<file path="src/rtl/ibex_fetch_align_fifo.sv">
// Instruction fetch FIFO: buffers fetched words with their error flags, realigns
// compressed and unaligned instructions into one per handshake, and tracks the PC.
module ibex_fetch_align_fifo #(
  parameter int unsigned DEPTH     = 3,
  parameter bit          RV32C     = 1'b1,
  parameter logic [31:0] BOOT_ADDR = 32'h0000_0000
) (
  input  logic                       clk_i,
  input  logic                       rst_ni,
  input  logic                       clear_i,
  input  logic [31:0]                branch_addr_i,
  input  logic                       in_valid_i,
  input  logic [31:0]                in_rdata_i,
  input  logic                       in_err_i,
  output logic                       in_ready_o,
  output logic [$clog2(DEPTH+1)-1:0] free_o,
  output logic                       out_valid_o,
  input  logic                       out_ready_i,
  output logic [31:0]                out_rdata_o,
  output logic [31:0]                out_addr_o,
  output logic                       out_err_o,
  output logic                       out_err_plus2_o,
  output logic                       busy_o
);

  localparam int unsigned PTR_W   = $clog2(DEPTH);
  localparam int unsigned CNT_W   = $clog2(DEPTH + 1);
  // Without compressed support the PC can never sit on a half-word boundary.
  localparam logic [31:0] PC_MASK = RV32C ? 32'hFFFF_FFFE : 32'hFFFF_FFFC;

  logic [31:0]      mem_q [DEPTH];
  logic [DEPTH-1:0] err_q;
  logic [PTR_W-1:0] rd_ptr_q, wr_ptr_q, rd_ptr_nxt;
  logic [CNT_W-1:0] count_q, count_d;
  logic [31:0]      pc_q, pc_d;
  logic [31:0]      w0;
  logic [15:0]      w1_lo;
  logic             e0, e1;
  logic             unaligned, is_c, has1, has2;
  logic             push, pop, fire;

  function automatic logic [PTR_W-1:0] ptr_inc(input logic [PTR_W-1:0] p);
    return (p == PTR_W'(DEPTH - 1)) ? '0 : p + PTR_W'(1);
  endfunction

  assign rd_ptr_nxt = ptr_inc(rd_ptr_q);
  assign w0         = mem_q[rd_ptr_q];
  assign w1_lo      = mem_q[rd_ptr_nxt][15:0];
  assign e0         = err_q[rd_ptr_q];
  assign e1         = err_q[rd_ptr_nxt];

  assign unaligned  = RV32C && pc_q[1];
  assign is_c       = RV32C && ((unaligned ? w0[17:16] : w0[1:0]) != 2'b11);
  assign has1       = (count_q != '0);
  assign has2       = (count_q >= CNT_W'(2));

  // NOTE: every output gets a default first so no path through this block infers a latch.
  always_comb begin
    out_valid_o     = 1'b0;
    out_rdata_o     = w0;
    out_err_o       = 1'b0;
    out_err_plus2_o = 1'b0;
    if (!unaligned) begin
      out_valid_o = has1;
      out_err_o   = has1 & e0;
    end else if (is_c) begin
      out_valid_o = has1;
      out_rdata_o = {16'h0000, w0[31:16]};
      out_err_o   = has1 & e0;
    end else begin
      // An error in the first half is reported without waiting for the second word.
      out_valid_o     = has2 | (has1 & e0);
      out_rdata_o     = {w1_lo, w0[31:16]};
      out_err_o       = out_valid_o & (e0 | e1);
      out_err_plus2_o = out_valid_o & ~e0 & e1;
    end
  end

  assign in_ready_o = (count_q < CNT_W'(DEPTH));
  assign free_o     = CNT_W'(DEPTH) - count_q;
  assign busy_o     = has1;
  assign out_addr_o = pc_q;

  assign push = in_valid_i & in_ready_o & ~clear_i;
  assign fire = out_valid_o & out_ready_i & ~clear_i;
  // An aligned compressed instruction leaves its upper half in the head entry.
  assign pop  = fire & (unaligned | ~is_c);

  always_comb begin
    count_d = count_q;
    pc_d    = pc_q;
    if (clear_i) begin
      count_d = '0;
      pc_d    = branch_addr_i & PC_MASK;
    end else begin
      if (push && !pop) begin
        count_d = count_q + CNT_W'(1);
      end else if (pop && !push) begin
        count_d = count_q - CNT_W'(1);
      end
      if (fire) begin
        pc_d = pc_q + (is_c ? 32'd2 : 32'd4);
      end
    end
  end

  // NOTE: state is updated with non-blocking assignments so every register samples pre-edge values.
  always_ff @(posedge clk_i or negedge rst_ni) begin
    if (!rst_ni) begin
      count_q  <= '0;
      pc_q     <= BOOT_ADDR & PC_MASK;
      rd_ptr_q <= '0;
      wr_ptr_q <= '0;
    end else begin
      count_q <= count_d;
      pc_q    <= pc_d;
      if (clear_i) begin
        rd_ptr_q <= '0;
        wr_ptr_q <= '0;
      end else begin
        if (push) wr_ptr_q <= ptr_inc(wr_ptr_q);
        if (pop)  rd_ptr_q <= rd_ptr_nxt;
      end
    end
  end

  // NOTE: the word store is reset too, because the reset state defines entries and error flags as zero.
  always_ff @(posedge clk_i or negedge rst_ni) begin
    if (!rst_ni) begin
      for (int i = 0; i < DEPTH; i++) mem_q[i] <= '0;
      err_q <= '0;
    end else if (push) begin
      mem_q[wr_ptr_q] <= in_rdata_i;
      err_q[wr_ptr_q] <= in_err_i;
    end
  end

endmodule

</file>
<file path="config.mk">
export PLATFORM = sky130hd
export DESIGN_NAME = ibex_fetch_align_fifo
export DESIGN_NICKNAME = d
export VERILOG_FILES = /design/src/rtl/ibex_fetch_align_fifo.sv
export SDC_FILE = /design/constraint.sdc
export NUM_CORES = 1
export LEC_CHECK = 0
export CORE_MARGIN = 2
export CORE_UTILIZATION = 62
export CTS_CLUSTER_SIZE = 16
export DETAILED_ROUTE_END_ITERATION = 8
export DONT_BUFFER_PORTS = 1
export PLACE_DENSITY_LB_ADDON = 0.2
export SLEW_MARGIN = 20
export SYNTH_ARGS = -nofsm -noshare
export SYNTH_HDL_FRONTEND = slang
export SYNTH_SLANG_ARGS = --single-unit
</file>
<file path="constraint.sdc">
create_clock -name clk_i -period 3.47 [get_ports clk_i]
set_input_delay 0.694 -clock clk_i [delete_from_list [all_inputs] [get_ports clk_i]]
set_output_delay 0.694 -clock clk_i [all_outputs]
set_load 0.01 [all_outputs]
</file>
==> results of run 1 <==
area by class of cell:
class	count	area, um^2
timing repair buffer	30	229.0
clock inverter	11	126.4
multi-input combinational	510	3666
inverter	6	22.52
fill	795	3385
sequential	136	3407
tap	143	178.9
clock buffer	19	452.9
power breakdown:
part	leakage (nW)	total (mW)	switching, mW	internal (mW)
clock network	0.273	1.76	0.680	1.08
logic	1.30	1.91	1.04	0.874
registers	1.64	2.47	0.395	2.07
total	3.21	6.15	2.12	4.03
kinds of logic after synthesis:
logic type / count (synthesis)
xor gates and xnor gates: 1
buffers and inverters: 61
and+or+nand+nor: 197
DFF: 136
muxes: 152
AOI/OAI and AO/OA: 155
adders and majority gates: 4
other: 1
through the flow:
stage	hold WS, ps	area (um^2)
after CTS	-49.65	8074
after global routing	-53.69	8083
after detailed placement	401.4	7495
after floorplan	398.4	7341
final	-44.93	8083
after global placement	400.9	7495
worst max-delay path: stages (launching register included):
cell	delay [ps]
dfrtp_2	480
buf_6	270
mux2i_1	240
o211ai_1	110
o21ai_0	150
nor2_1	140
ha_1	290
a21o_1	110
and3_1	410
nand3_1	220
or4_1	530
a31oi_1	180
cell usage in the layout (no fill, tap or decap), types with 4 or more instances in the layout:
cell type and count:
dfrtp_1 133, mux2_2 99, nor2_1 78, mux2i_1 53, a21oi_1 45, nand2_1 37
buf_4 29, a31oi_1 25, o21ai_0 23, or4_1 19, clkbuf_16 17, nand3_1 16
o22ai_1 15, a211oi_1 14, o31ai_1 13, nand4_1 12, or3_1 12, inv_1 5
o211ai_1 5, and3_1 5, and2_1 4, clkinvlp_4 4
flip-flops by register name, indices dropped and copies added (netlist names):
name and flops:
wr_ptr_q 2, rd_ptr_q 2, err_q 3, out_addr_o 31, count_q 2, mem_q 96
what timing repair did:
action | 4_1_cts | 5_1_grt
gates resized for setup | 0 | 3
setup endpoints to repair | 0 | 8
setup buffers | 0 | 0
endpoints found under the hold margin | 136 | 136
path summary, 6_finish.rpt:
kind | start | to | slack [ps]
worst max-delay path | rd_ptr_q[1] | out_addr_o[24] | 260
worst min-delay path | rst_ni | out_addr_o[12] | -40
worst max register to register | rd_ptr_q[1] | out_addr_o[24] | 260
worst min register to register | mem_q[92] | mem_q[92] | 510
max in group asynchronous | rst_ni | out_addr_o[1] | 3270
min in group clk_i | clear_i | wr_ptr_q[0] | 320
layer usage:
layer / vias up / wire length, um / GRT usage (%)
li1: 2602 / - / -
met1: 2812 / 7481 / 37.16
met2: 216 / 8803 / 47.19
met3: 43 / 1473 / 10.71
met4: 0 / 469 / 11.54
met5: - / 0 / 0
==> flow_summary.yaml, run 1 <==
drt:
  wl_mm: 18.23
  dr_total_vias: 5673
  wl_per_cell_um: 21.32
  antenna_left: 0
  viasPerCell: 6.635
  first_iter_violations: 551
  first_pass_iters: 6
  route.detailed.drc: 0
placed_design:
  pre_cts_ws_ps: 118.4
  gp_congestion: 0.8778
  dp_hpwl_mm: 12.10
  io_buffers: 0
  place_inst: 825
layout:
  antenna_cells: 0
  syn_to_final_growth_pct: 10.11
  final_util_pct: 70.49
  fin_nets: 775
  fin_cells: 855
  layout-drive-gt1-share_pct: 24.02
sta:
  whs_ps: -44.93
  fin_crit_sh_pct: 92.51
  rsz0062_at_grt: "false"
  fin_ws_ps: 259.8
  setup_viol: 0
  hold_viol_final: 98
  finalCriticalPeriod_ps: 3210
  relSlewSlack_pct: 49.86
  drv_slew: 0
  fin_skew_ps: 12.46
  tightest_slew_ps: 746.3
  finalSetupTns_ps: 0
  max_freq_mhz: 311.5
power_and_ir_drop:
  power_density_mw_per_mm2: 760.8
  vdd_drop_max_v: 0.0005836
  leakagePower_nw: 3.211
  finalPower_mw: 6.149
clocking:
  root_buffer: "clkbuf_16"
  numClockSinks: 136
  clock_latency_ps: 430
  cts_tree: "done"
  h-tree-depth: 4
  cts.path.max_buffers: 2
  clkTransAtPathRegs_ps: 60
  cts_inserted_buffers: 17
synth:
  syn-num-nets: 781
  synth_compound_area_share_pct: 13.11
  synthArstFlopShare_pct: 100.0
  syn_area_mm2: 0.007341
  yosysTopAreaCell: "dfrtp_1"
  ys_seq_area_share_pct: 46.36
  yosysUniqueCellTypes: 50
  ys_ff_latch: 136
  yosysMostFrequentCell: "dfrtp_1"
  yosys-top-cells-area: "dfrtp_1 46%, mux2_2 15%, mux2i_1 7.2%"
  synth-main-ff-cell: "dfrtp_1"
  synth_top_area_share_pct: 46.36
  synth_simple_gate_area_share_pct: 13.23
  synth_edf_count: 0
  synth-xor-area-share_pct: 0.1193
  synth_top_family_by_area: "multiplexers"
  synthMuxAreaShare_pct: 22.41
  ys_top_cells_by_count: "136 x dfrtp_1, 99 x mux2_2, 79 x nor2_1"
  synth-adder-area-share_pct: 0.7840
  ys_warn_count: 0
  synth.avg_cell_area_um2: 10.38
  synthCells: 707
setup_path:
  endpoint_kind: "register"
  reg2regPathDepth: 11
  critPathLaunchType: "register"
  cp_max_fo: 20
  worstSetupPathType: "reg2reg"
  required_ps: 3830
  arrival_ps: 3570
min_path:
  hold_path_class: "in2async"
floorplanning:
  rows: 39
  core_mm2: 0.01147
  die_height_um: 112.8
  ios: 141
  die_w_um: 112.8
  initial_core_util_pct: 64.02
  die-area_mm2: 0.01273
job:
  max-cap-violations: 0
global_routing:
  grt_max_degree: 137
  gr-total-overflow: 0
  grt_usage_pct: 29.61
  grt_pass1_vias: 5717
  grt_pass1_wl_mm: 29.44
  antenna_found_initial: 1
run_status:
  violations: "hold timing"
  status: "finished, violations left"
Power figures use the tool's default switching activity.
==> run 2, diff against run 1 <==
CORE_MARGIN = 1.5   (was 2)
CORE_UTILIZATION = 55   (was 62)
==> run 2 against run 1 <==
Net effect:
- the flow still finishes with violations (hold timing)
- global-route usage is 3.9 points lower
- worst hold slack gained 11 ps
- sequential power barely moved
- first-iteration DRC count fell by 30%
- non-clock buffer count fell by 15
- clock-buffer cell count is 1 lower
- critical endpoint is now out_addr_o[27]
- largest power group unchanged
- highest routed layer unchanged
==> flow_summary.yaml, run 2 (synthesis gave the netlist of run 1 again) <==
power_and_ir_drop:
  power_density_mw_per_mm2: 756.3
  vdd_drop_max_v: 0.0005400
  leakagePower_nw: 3.140
drt:
  wl_mm: 17.78
  first_iter_violations: 388
  viasPerCell: 6.346
  dr_total_vias: 5553
  first_pass_iters: 6
  wl_per_cell_um: 20.32
  route.detailed.drc: 0
  antenna_left: 0
layout:
  final_common_cell: "dfrtp_1"
  largest_reg_flops: 96
  nFillCells: 1104
  final_cell_mix: "133 x dfrtp_1, 99 x mux2_2, 79 x nor2_1"
  regMostFlops: "mem_q"
  layout-drive-gt1-share_pct: 22.46
  antenna_cells: 0
  syn_to_final_growth_pct: 9.204
  final_util_pct: 61.02
  fin_nets: 760
setup_path:
  slowest_delay_ps: 550
  path_cells: "mux2i_1 > a2bb2oi_1 > nand2_1 > o21ai_0 > or2_2 > ha_1 > fa_1 > nand2_1 > nor2_1 > nand2_2 > or4_1 > a31oi_1"
  crit_top_cell: "nand2_1"
  cp_max_fo: 15
  endpoint_kind: "register"
  worstSetupPathType: "reg2reg"
  arrival_ps: 3540
  slowest_stage: "dfrtp_4"
  critPathLaunchType: "register"
  required_ps: 3810
clocking:
  cts_tree: "done"
  clkTransAtPathRegs_ps: 60
  cts_inserted_buffers: 17
  numClockSinks: 136
  cts.path.max_buffers: 2
  clock_latency_ps: 420
  root_buffer: "clkbuf_16"
  h-tree-depth: 4
  cts_setup_buffers: 0
floorplanning:
  rows: 42
  core_mm2: 0.01314
  die-area_mm2: 0.01405
  initial_core_util_pct: 55.88
  die_height_um: 118.5
  die_w_um: 118.5
  ios: 141
global_routing:
  grt_pass1_vias: 5312
  grt_pass1_wl_mm: 28.32
  antenna_found_initial: 0
  grt_usage_pct: 25.71
  gr-total-overflow: 0
  grt_max_degree: 137
placed_design:
  dp_hpwl_mm: 11.88
  gp_congestion: 0.8315
  io_buffers: 0
sta:
  finalCriticalPeriod_ps: 3200
  tightest_slew_ps: 726.2
  drv_slew: 0
  fin_crit_sh_pct: 92.23
  finalSetupTns_ps: 0
  relSlewSlack_pct: 51.26
  whs_ps: -34.27
  max_freq_mhz: 312.5
  fin_skew_ps: 10.87
  hold_viol_final: 57
  setup_viol: 0
run_status:
  status: "finished, violations left"
  violations: "hold timing"
min_path:
  hold_path_class: "in2async"
job:
  max-cap-violations: 0
-- run 2: report_power, final --
part	internal [mW]	switching (mW)	total (mW)
Clock	1.08	0.708	1.79
Sequential	2.07	0.386	2.46
Combinational	0.789	1.03	1.82
Total	3.94	2.12	6.06
-- run 2: what timing repair did --
| item | CTS | global route |
|---|---|---|
| setup endpoints to repair | 0 | 5 |
| hold endpoints to repair | 136 | 136 |
| resized for setup | 0 | 3 |
-- run 2: critical path: cells and delay by family (launching register included) --
kind            cells  cell delay (ps)
compound gates      3              530
simple gates        6             1350
mux                 1              260
flops               1              550
fa+ha+maj           2              420
-- run 2: worst paths after layout --
path                        startpoint        endpoint  slack, ps  cells past startpoint
max                        rd_ptr_q[1]  out_addr_o[27]        270                     12
min                             rst_ni  out_addr_o[23]        -30                      0
max reg2reg                rd_ptr_q[1]  out_addr_o[27]        270                     12
min reg2reg                  mem_q[88]       mem_q[88]        500                      1
max in group asynchronous       rst_ni     rd_ptr_q[1]       3230                      0
min in group clk_i             clear_i     rd_ptr_q[0]        330                      1
-- run 2: layout make-up --
cell class,instances,area [um^2],share of cell area (%)
inverter,6,22.52,0.2809
timing repair buffer,15,112.6,1.405
multi-input combinational,510,3664,45.70
clock inverter,14,148.9,1.857
tap,176,220.2,2.747
sequential,136,3410,42.53
clock buffer,18,439.2,5.478
-- run 2: through the flow --
step / setup slack, ps / instance area, um^2 / std cells / total power [mW]
6_report: 269.6 / 8016 / 875 / 6.063
5_1_grt: -6.690 / 8016 / 875 / 6.391
4_1_cts: 213.4 / 8011 / 875 / 6.087
3_5_place_dp: 237.3 / 7423 / 843 / 4.294
3_3_place_gp: 335.8 / 7423 / 843 / 4.186
2_1_floorplan: 606.8 / 7341 / 707 / 3.844
-- run 2: per-layer routing --
metal,vias to the layer above,track usage (%),wire length (um)
li1,2568,-,-
met3,38,8.880,1485
met2,223,42.01,8775
met4,0,11.30,484
met1,2724,30.84,7036
met5,-,0,0
==> run 3, diff against run 2 <==
==> constraint.sdc (replaced) <==
create_clock -name clk_i -period 3.47 [get_ports clk_i]
set_input_delay 0.5205 -clock clk_i [delete_from_list [all_inputs] [get_ports clk_i]]
set_output_delay 0.5205 -clock clk_i [all_outputs]
set_load 0.01 [all_outputs]
==> run 3 against run 2 <==
Net effect:
- the flow still finishes with violations (hold timing)
- worst setup slack got worse by 9.3 ps
- via count fell by 0.20%
- final cell count fell by 0.11%
- clock skew rose by 4.8 ps
==> flow_summary.yaml, run 3 (synthesis gave the netlist of run 1 again) <==
setup_path:
  path_cells: "mux2i_1 > a2bb2oi_1 > nand2_1 > o21ai_0 > or2_2 > ha_1 > fa_1 > nand2_1 > nor2_1 > nand2_1 > or4_1 > a31oi_1"
  critPathLaunchType: "register"
  path_delay_family: "simple AND/OR/NAND/NOR gates"
  cp_max_fo: 15
  worstSetupPathType: "reg2reg"
  endpoint_kind: "register"
  path_buf_inv: 0
  crit_top_cell: "nand2_1"
  slowest_stage: "dfrtp_4"
  required_ps: 3810
  slowest_delay_ps: 540
  arrival_ps: 3550
layout:
  largest_reg_flops: 96
  regMostFlops: "mem_q"
  final_cell_mix: "133 x dfrtp_1, 99 x mux2_2, 79 x nor2_1"
  fin_cells: 874
  syn_to_final_growth_pct: 8.727
  fin_nets: 759
  final_area_mm2: 0.007981
  regArea_mm2: 0.003410
  layout-drive-gt1-share_pct: 22.06
  nFillCells: 1099
  final_util_pct: 60.75
  multiInputGateArea_mm2: 0.003661
  final_common_cell: "dfrtp_1"
  antenna_cells: 0
sta:
  tightest_slew_ps: 746.0
  fin_ws_ps: 260.3
  whs_ps: -213.8
  max_freq_mhz: 311.6
  fin_skew_ps: 15.69
  setup_viol: 0
  fin_crit_sh_pct: 92.50
  finalCriticalPeriod_ps: 3210
  finalSetupTns_ps: 0
  relSlewSlack_pct: 49.88
  hold_viol_final: 136
  drv_slew: 0
  rsz0062_at_grt: "false"
clocking:
  h-tree-depth: 4
  root_buffer: "clkbuf_16"
  cts_inserted_buffers: 17
  clkTransAtPathRegs_ps: 60
  numClockSinks: 136
  clock_latency_ps: 430
  cts_setup_buffers: 0
  cts_tree: "done"
  cts.path.max_buffers: 2
drt:
  route.detailed.drc: 0
  antenna_left: 0
  viasPerCell: 6.341
  wl_mm: 17.83
  wl_per_cell_um: 20.40
  first_iter_violations: 366
  first_pass_iters: 5
  dr_total_vias: 5542
placed_design:
  postPlaceCellArea_mm2: 0.007416
  dp_hpwl_mm: 11.70
  pre_cts_ws_ps: 250.4
  io_buffers: 0
  gp_congestion: 0.8192
  place_inst: 842
power_and_ir_drop:
  seqPwrFrac_pct: 41.1
  p_sw_share_pct: 35.50
  power_density_mw_per_mm2: 751.1
  p_sw_mw: 2.128
  finalPower_mw: 5.995
  combPwrFrac_pct: 30.1
  internal_power_mw: 3.867
  power_frac_clock_pct: 28.8
  vdd_drop_max_v: 0.0004127
  leakagePower_nw: 3.119
floorplanning:
  die_w_um: 118.5
  ios: 141
  die_height_um: 118.5
  initial_core_util_pct: 55.88
  die-area_mm2: 0.01405
  core_mm2: 0.01314
  rows: 42
global_routing:
  grt_pass1_vias: 5444
  grt_usage_pct: 26.32
  antenna_found_initial: 0
  grt_pass1_wl_mm: 28.85
  gr-total-overflow: 0
  grt_max_degree: 137
min_path:
  hold_path_class: "in2async"
job:
  max-cap-violations: 0
run_status:
  status: "finished, violations left"
  violations: "hold timing"
run 3: cell types whose count changed in the layout (fill, tap and decap cells not counted), sizes merged:
cell      previous run  this run
buf                 15        14
inv                  7         9
clkbuf              18        19
clkinv               7         4
clkinvlp             4         5
bufinv               2         1
run 3: routing by layer:
layer	vias to the layer above	part of all wire [%]	GRT usage, %
li1	2556	-	-
met1	2738	41	32.19
met2	211	48	42.30
met3	37	7.8	8.977
met4	0	2.7	11.82
met5	-	0	0
run 3: worst register-to-register path, stage by stage, from the launching register on:
cell and delay (ps):
dfrtp_4 540, mux2i_1 260, a2bb2oi_1 230, nand2_1 70, o21ai_0 130, or2_2 180
ha_1 180, fa_1 260, nand2_1 100, nor2_1 210, nand2_1 260, or4_1 540
a31oi_1 190
run 3: worst paths after layout:
kind	from	to	slack [ps]	depth (start not counted)
max in group asynchronous	rst_ni	err_q[0]	3440	0
setup / recovery	rd_ptr_q[1]	out_addr_o[19]	260	12
setup reg to reg	rd_ptr_q[1]	out_addr_o[19]	260	12
min in group clk_i	clear_i	wr_ptr_q[0]	150	1
hold reg to reg	mem_q[82]	mem_q[82]	500	1
hold / removal	rst_ni	out_addr_o[27]	-210	0
run 3: what timing repair did:
action,CTS,global route
setup endpoints to repair,0,2
gates resized for setup,0,2
hold endpoints to repair,136,136
run 3: final cells by class:
type / instances / share of cell area [%]
tap: 176 / 2.759
clock inverter: 13 / 1.505
timing repair buffer: 14 / 1.317
sequential: 136 / 42.72
inverter: 6 / 0.2822
multi-input combinational: 510 / 45.87
clock buffer: 19 / 5.549
run 3: power by group through the flow:
stage / registers (mW) / clock network (mW) / logic, mW
floorplan: 2.36 / 0 / 1.49
global placement: 2.45 / 0 / 1.73
detailed placement: 2.49 / 0 / 1.79
CTS: 2.46 / 1.75 / 1.80
global route: 2.53 / 1.82 / 1.97
finish: 2.46 / 1.72 / 1.81
